===== config.mk =====
export PLATFORM = sky130hd
export DESIGN_NAME = ysyx_25020047_lsu_bus
export DESIGN_NICKNAME = d
export VERILOG_FILES = /design/src/rtl/ysyx_25020047_lsu_bus.sv
export SDC_FILE = /design/constraint.sdc
export NUM_CORES = 1
export LEC_CHECK = 0
export ABC_AREA = 1
export CAP_MARGIN = 30
export CORE_AREA = 2 2 119 121
export DETAILED_ROUTE_END_ITERATION = 8
export DIE_AREA = 0 0 121 123
export GPL_TIMING_DRIVEN = 0
export PLACE_DENSITY = 0.81
export SLEW_MARGIN = 20
export SYNTH_ARGS = -nofsm -noshare
export SYNTH_HDL_FRONTEND = slang
export SYNTH_SLANG_ARGS = --single-unit

===== constraint.sdc =====
create_clock -name clock_i -period 1.7 [get_ports clock_i]
set_input_delay 0.34 -clock clock_i [delete_from_list [all_inputs] [get_ports clock_i]]
set_output_delay 0.34 -clock clock_i [all_outputs]
set_load 0.01 [all_outputs]

===== src/rtl/ysyx_25020047_lsu_bus.sv =====
// rtl/ysyx_25020047_lsu_bus.sv - multi-cycle load/store unit between execute stage and a valid/ready data bus
// One access in flight; lane steering on stores, extraction and sign/zero extension on loads.
module ysyx_25020047_lsu_bus #(
   parameter int XLEN   = 32,
   parameter int ADDR_W = 32
) (
   input  logic              clock_i,
   input  logic              reset_i,
   input  logic              req_valid_i,
   output logic              req_ready_o,
   input  logic              req_wen_i,
   input  logic [1:0]        req_size_i,
   input  logic              req_unsigned_i,
   input  logic [ADDR_W-1:0] req_addr_i,
   input  logic [XLEN-1:0]   req_wdata_i,
   output logic              resp_valid_o,
   input  logic              resp_ready_i,
   output logic [XLEN-1:0]   resp_rdata_o,
   output logic              resp_err_o,
   output logic              mem_req_valid_o,
   input  logic              mem_req_ready_i,
   output logic              mem_wen_o,
   output logic [ADDR_W-1:0] mem_addr_o,
   output logic [XLEN-1:0]   mem_wdata_o,
   output logic [XLEN/8-1:0] mem_wstrb_o,
   input  logic              mem_resp_valid_i,
   input  logic [XLEN-1:0]   mem_rdata_i,
   input  logic              mem_resp_err_i
);
   localparam int NB    = XLEN / 8;
   localparam int OFF_W = $clog2(NB);

   typedef enum logic [1:0] {S_IDLE, S_REQ, S_WAIT, S_RESP} state_t;

   state_t            state_q;
   logic              req_ready_q, resp_valid_q, resp_err_q, mem_req_valid_q, mem_wen_q;
   logic [XLEN-1:0]   resp_rdata_q, mem_wdata_q;
   logic [ADDR_W-1:0] mem_addr_q;
   logic [NB-1:0]     mem_wstrb_q;
   logic [1:0]        size_q;
   logic              unsigned_q;
   logic [OFF_W-1:0]  off_q;

   logic [OFF_W-1:0]  req_off_d;
   logic              req_bad_d;
   logic [NB-1:0]     lane_mask_d, req_strb_d;
   logic [XLEN-1:0]   req_wdata_d;

   // Request decode: alignment / size legality and store lane steering.
   always_comb begin
      req_off_d = req_addr_i[OFF_W-1:0];
      case (req_size_i)
         2'd0: begin req_bad_d = 1'b0;             lane_mask_d = NB'(8'h01); end
         2'd1: begin req_bad_d = req_addr_i[0];    lane_mask_d = NB'(8'h03); end
         2'd2: begin req_bad_d = |req_addr_i[1:0]; lane_mask_d = NB'(8'h0F); end
         default: begin
            req_bad_d   = (XLEN == 32) || (|req_addr_i[2:0]);
            lane_mask_d = NB'(8'hFF);
         end
      endcase
      req_strb_d  = lane_mask_d << req_off_d;
      req_wdata_d = req_wdata_i << {req_off_d, 3'b000};
      for (int i = 0; i < NB; i++) begin
         if (!req_strb_d[i]) req_wdata_d[8*i +: 8] = 8'h00;
      end
   end

   logic [XLEN-1:0] ld_shift_d, ld_mask_d, ld_ext_d;
   logic            ld_sign_d;

   always_comb begin
      ld_shift_d = mem_rdata_i >> {off_q, 3'b000};
      case (size_q)
         2'd0:    begin ld_mask_d = XLEN'(64'hFF);        ld_sign_d = ld_shift_d[7];      end
         2'd1:    begin ld_mask_d = XLEN'(64'hFFFF);      ld_sign_d = ld_shift_d[15];     end
         2'd2:    begin ld_mask_d = XLEN'(64'hFFFF_FFFF); ld_sign_d = ld_shift_d[31];     end
         default: begin ld_mask_d = '1;                   ld_sign_d = ld_shift_d[XLEN-1]; end
      endcase
      ld_ext_d = (ld_shift_d & ld_mask_d) | ((ld_sign_d && !unsigned_q) ? ~ld_mask_d : '0);
   end

   always_ff @(posedge clock_i) begin
      if (reset_i) begin
         state_q         <= S_IDLE;
         req_ready_q     <= 1'b1;
         resp_valid_q    <= 1'b0;
         resp_err_q      <= 1'b0;
         resp_rdata_q    <= '0;
         mem_req_valid_q <= 1'b0;
         mem_wen_q       <= 1'b0;
         mem_addr_q      <= '0;
         mem_wdata_q     <= '0;
         mem_wstrb_q     <= '0;
         size_q          <= '0;
         unsigned_q      <= 1'b0;
         off_q           <= '0;
      end else begin
         case (state_q)
            S_IDLE: begin
               if (req_valid_i) begin
                  req_ready_q <= 1'b0;
                  size_q      <= req_size_i;
                  unsigned_q  <= req_unsigned_i;
                  off_q       <= req_off_d;
                  mem_wen_q   <= req_wen_i;
                  mem_addr_q  <= {req_addr_i[ADDR_W-1:OFF_W], {OFF_W{1'b0}}};
                  if (req_bad_d) begin
                     // Rejected without touching the bus.
                     state_q      <= S_RESP;
                     resp_valid_q <= 1'b1;
                     resp_err_q   <= 1'b1;
                     resp_rdata_q <= '0;
                     mem_wstrb_q  <= '0;
                     mem_wdata_q  <= '0;
                  end else begin
                     state_q         <= S_REQ;
                     mem_req_valid_q <= 1'b1;
                     mem_wstrb_q     <= req_wen_i ? req_strb_d : '0;
                     mem_wdata_q     <= req_wen_i ? req_wdata_d : '0;
                  end
               end
            end
            S_REQ: begin
               if (mem_req_ready_i) begin
                  mem_req_valid_q <= 1'b0;
                  state_q         <= S_WAIT;
               end
            end
            S_WAIT: begin
               if (mem_resp_valid_i) begin
                  state_q      <= S_RESP;
                  resp_valid_q <= 1'b1;
                  resp_err_q   <= mem_resp_err_i;
                  resp_rdata_q <= (mem_wen_q || mem_resp_err_i) ? '0 : ld_ext_d;
               end
            end
            default: begin
               if (resp_ready_i) begin
                  resp_valid_q <= 1'b0;
                  req_ready_q  <= 1'b1;
                  state_q      <= S_IDLE;
               end
            end
         endcase
      end
   end

   assign req_ready_o     = req_ready_q;
   assign resp_valid_o    = resp_valid_q;
   assign resp_rdata_o    = resp_rdata_q;
   assign resp_err_o      = resp_err_q;
   assign mem_req_valid_o = mem_req_valid_q;
   assign mem_wen_o       = mem_wen_q;
   assign mem_addr_o      = mem_addr_q;
   assign mem_wdata_o     = mem_wdata_q;
   assign mem_wstrb_o     = mem_wstrb_q;

endmodule


Yosys cells after proc, flatten, opt, wreduce, memory -nomap -nowiden
Cells that the tools add are included.
{"block": "totals", "output_inout_bits": 105, "in_bits": 107, "word_cells": 88, "reg_bits": 110}
{"block": "classes", "n_shift": 3, "muxes": 38, "reduce_logical": 19, "bitwise_logic": 5, "n_eq_ne": 10}
{"op": "$mux W32", "n": 7}
{"op": "$pmux W32 S2", "n": 2}
{"op": "$and A32 B32 Y32", "n": 1}
{"op": "$mux W8", "n": 4}
{"op": "$not A32 Y32", "n": 1}
{"op": "$or A32 B32 Y32", "n": 1}
{"op": "$shl A32 B5 Y32", "n": 1}
{"op": "$shr A32 B5 Y32", "n": 1}
{"op": "$reduce_and A4 Y1", "n": 3}
{"op": "$mux W1", "n": 10}
{"op": "$mux W2", "n": 5}
{"op": "$ne A2 B2 Y1 const B", "n": 5}
{"op": "$mux W4", "n": 2}
{"op": "$pmux W1 S2", "n": 4}
{"op": "$pmux W4 S2", "n": 1}
{"op": "$eq A2 B1 Y1 const B", "n": 3}
{"op": "$logic_not A2 Y1", "n": 3}
{"op": "$pmux W1 S3", "n": 2}
{"op": "$pmux W2 S3", "n": 1}
{"op": "$reduce_bool A2 Y1", "n": 3}
{"op": "$reduce_and A5 Y1", "n": 1}
{"op": "$eq A2 B2 Y1 const B", "n": 2}
{"op": "$reduce_bool A4 Y1", "n": 1}
{"op": "$reduce_or A2 Y1", "n": 2}
{"op": "other kinds (8)", "n": 9}

Depth between registers and ports, before layout
{"block": "depth", "ltp_word": 8, "depth_mapped": 10, "mapped_depth_nobuf": 10}

Worst setup path after synthesis
OpenSTA, ideal clock, no wires.
{"block": "synth_path", "path_kind": "reg-to-reg", "from": "register state_q[0]", "to": "register resp_rdata_q[16], in the netlist resp_rdata_o[16]", "setup_ns": 0.132, "arrival_ns": 1.521, "stages_incl_launch_ff": 10, "t_required_ns": 1.568, "slack_ns": 0.047, "path_buffers": 1, "period_less_slack_ns": 1.653, "cell_sequence": "dfxtp_1 > inv_1 > ha_1 > nor2_1 > nor2_8 > nand3_4 > buf_6 > nor2_1 > nand2_1 > a21oi_1"}
{"block": "synth_via", "elab_chain_cells": 3, "elab_cells_between_ends": 8, "cone_classes": "eq/ne: 4; mux: 1; reduce/logical: 3"}
{"element": "start, declared", "line": "35", "source": "state_t state_q;"}
{"element": "start signal, assigned", "line": "84", "source": "state_q <= S_IDLE;"}
{"element": "start signal, assigned", "line": "109", "source": "state_q <= S_RESP;"}
{"element": "start signal, assigned", "line": "116", "source": "state_q <= S_REQ;"}
{"element": "$eq A2 B2 Y1 or $logic_not A2 Y1 (tied branches)", "line": "98", "source": "case (state_q)"}
{"element": "$ne A2 B2 Y1 (no source line) or $reduce_bool A2 Y1 (tied branches)"}
{"element": "$reduce_and A4 Y1 (no source line)"}
{"element": "end signal, assigned", "line": "134", "source": "resp_rdata_q <= (mem_wen_q || mem_resp_err_i) ? '0 : ld_ext_d;"}
{"element": "end, declared", "line": "37", "source": "logic [XLEN-1:0] resp_rdata_q, mem_wdata_q;"}
Parallel ways exist; a longest one is shown, timed or not.
A chain may end at the register's enable or synchronous reset.

Worst setup path after layout
{"block": "layout_path", "from": "register resp_rdata_q[4], in the netlist resp_rdata_o[4]", "to": "output port resp_rdata_o[4]"}
{"element": "end, declared", "line": "18", "source": "output logic [XLEN-1:0] resp_rdata_o,"}
No word-level cell between the ends.

==> flow_metrics.tcl <==
set metrics [dict create \
    run_status "finished, final reports clean" \
    drt_iter0_drc 437 \
    ff2ff_setup_slack_ns 0.07 \
    coreArea_um2 13600 \
    irDropWorstVdd_mv 0.677 \
    ys_types 26 \
    criticalPathCategory "reg -> out" \
    synth-xor-area-share 0 \
    hold_viol_final 0 \
    cts.sinks 110 \
    rsz0062_at_grt "yes" \
    nets 1157 \
    synth_mux_area_frac 0 \
    post-route-period-util 0.961 \
    gp_congestion 0.953 \
    fill_cells 1279 \
    synth_compound_area_frac 0.176 \
    worst_ep_arrival_time_ns 1.29 \
    core.rowCount 43 \
    yosysSeqAreaShare 0.414 \
    drc 0 \
    yosysTopAreaCell "dfxtp_1" \
    path_cells "clkdlybuf4s50_1" \
    via_count 6223 \
    synthArstFlopShare 0 \
    yosysMostFrequentCell "nand2_1" \
    synthTopCellsByCount "231 x nand2_1, 144 x nor2_1, 110 x dfxtp_1, 88 x o21ai_0, 86 x a21oi_1" \
    synth_top_family_by_area "simple AND/OR/NAND/NOR gates" \
    cts_max_path_buffers 2 \
    netlist_top_cells_area "dfxtp_1 41%, nand2_1 16%, nor2_1 10%, o21ai_0 8.3%, a21oi_1 8.1%" \
    cp_max_fo 2 \
    antenna_found_initial 0 \
    ios 212 \
    powerDensity_nw_per_um2 1150 \
    setup_violations 0 \
    max_cap_viol_count 0 \
    crit_path_end_kind "primary output" \
    p_leak_nw 3.27 \
    critPathLaunchType "flip-flop" \
    synthFlopType "dfxtp_1" \
    htree_levels 3 \
    hold_buffers 0 \
    viasPerCell 5.06 \
    grt_pass1_vias 5759 \
    clk_latency_ns 0.35 \
    worst_slew_pin_slew_ns 0.671 \
    synthAdderAreaFrac 0.00942 \
    synth_simple_gate_area_frac 0.319 \
    hold_path_class "in -> reg" \
    crit_buf_inv 1 \
    grt_pass1_wl_um 29000 \
    cp-startpoint "resp_rdata_o[4]" \
    required_ns 1.36 \
    dpl_cell_area_um2 7620 \
    overflow 0 \
    period_needed_ns 1.63 \
    skew_ns 0.00776 \
    dieArea_um2 14900 \
    cp_top_family "buffers and inverters" \
    syn_inst 815 \
    cts_root_buffer "clkbuf_16" \
    drtPass1Iterations 6 \
    cts_buffers 9 \
    dp_hpwl_um 14300 \
    regToRegStartpoint "state_q[1]" \
    num_antenna_cells 0 \
    die_h_um 123 \
    layoutNonFillerInstCount 1230 \
    clk_pin_slew_worst_paths_ns 0.07 \
    wl_per_cell_um 15.2 \
    die_x_um 121 \
    io_buffers 208 \
    slowest_stage "clkdlybuf4s50_1" \
    drv_slew 0 \
    synth_top_area_share 0.414 \
    min_from "req_addr_i[0]" \
    syn2layout_area_growth_pct 53.5 \
    routed_wl_um 18700 \
    totalPowerFinal_mw 9.37 \
    ys_warn_count 0 \
    grt.total_usage 0.247 \
    initial_core_util 0.390 \
    synth_area_um2 5310 \
    drive_above_1_share 0.0924 \
    dp.cells 1204 \
    cts_tree "done" \
    synth_edf_count 0 \
    postRouteAntennaNets 0 \
    grt_max_degree 18 \
    final_cell_area_um2 8160 \
    slew_headroom 0.553 \
    synth.avg_cell_area_um2 6.52 \
    synth.ff_latch_count 110 \
    slowest_delay_ns 0.57 \
    fmax_ghz 0.612 \
]
[power breakdown]
group | total (mW) | switching, mW | internal (mW)
clock | 2.06 | 0.980 | 1.08
combinational | 4.14 | 2.35 | 1.79
sequential | 3.17 | 0.222 | 2.95
[cell families (layout without fill, tap and decap cells)]
logic type / count (synthesis) / count (layout)
other cells: 1 / 2
buf+inv: 97 / 331
fa+ha+maj: 4 / 4
flops: 110 / 110
simple gates: 418 / 418
compound gates: 185 / 185
[placed cells by master (no fill, tap or decap), types with 8 or more instances in the layout]
master	instances
a21oi_1	79
buf_2	8
buf_4	14
clkbuf_1	20
clkbuf_16	9
clkbuf_2	9
clkdlybuf4s50_1	206
dfxtp_1	108
inv_1	36
inv_2	9
nand2_1	223
nand3_1	18
nand4_1	15
nor2_1	140
o21ai_0	87
o21ai_1	8
[final timing paths]
| kind | endpoint | cells after the start |
|---|---|---|
| min reg2reg | mem_wdata_o[18] | 2 |
| max reg2reg | resp_rdata_o[19] | 10 |
| min | mem_wstrb_o[0] | 4 |
| max | resp_rdata_o[4] | 1 |
[metrics by stage]
stage                util  setup TNS [ns]  hold slack (ns)  setup WS [ns]
global route        0.599          -0.142            0.483        -0.0405
detailed placement  0.560          -31.63            0.453         -0.474
floorplan               -               0            0.456         0.0472
global placement    0.560          -29.12            0.449         -0.499
finish              0.599               0            0.456         0.0668
CTS                 0.589               0            0.465         0.0132
[state kept, by name (all words and copies together), names as in the netlist]
register / cells
resp_rdata_o: 32
size_q: 2
state_q: 2
unsigned_q: 1
mem_addr_o: 30
mem_wstrb_o: 4
mem_req_valid_o: 1
mem_wdata_o: 32
off_q: 2
mem_wen_o: 1
resp_err_o: 1
resp_valid_o: 1
req_ready_o: 1
[area by class of cell]
cell class                      instances  area (µm²)  share of cell area
Tap cell                              180         225              0.0276
Buffer                                 50         283              0.0347
Inverter                               46         173              0.0212
Multi-Input combinational cell        609        2810               0.344
Clock buffer                           11         253              0.0310
Sequential cell                       110        2200               0.270
Clock inverter                          4        30.0             0.00368
Timing Repair Buffer                  220        2180               0.268
[metal layers]
| metal | routed length [µm] | GRT usage |
|---|---|---|
| met1 | 7540 | 0.300 |
| met2 | 8850 | 0.420 |
| met3 | 1730 | 0.0660 |
| met4 | 577 | 0.0908 |
| met5 | 0 | 0 |
[timing repair]
item                                   in CTS  in global routing
endpoints found under the hold margin       0                  0
gates resized for setup                    22                 39
setup endpoints to repair                  91                 92
setup buffers                               5                  6
pin swaps                                   3                  4
cloned                                      0                  1
[worst reg2reg max path, stage by stage, from the launching register on]
cell     delay (ns)
dfxtp_2        0.34
buf_4          0.14
ha_4           0.17
nand2_2        0.10
nand2_4        0.08
nor2_8         0.12
nand3_4        0.13
buf_2          0.18
nor2_1         0.12
nand2_1        0.07
a21oi_1        0.11
No activity file was read; power rests on OpenSTA's default activity.
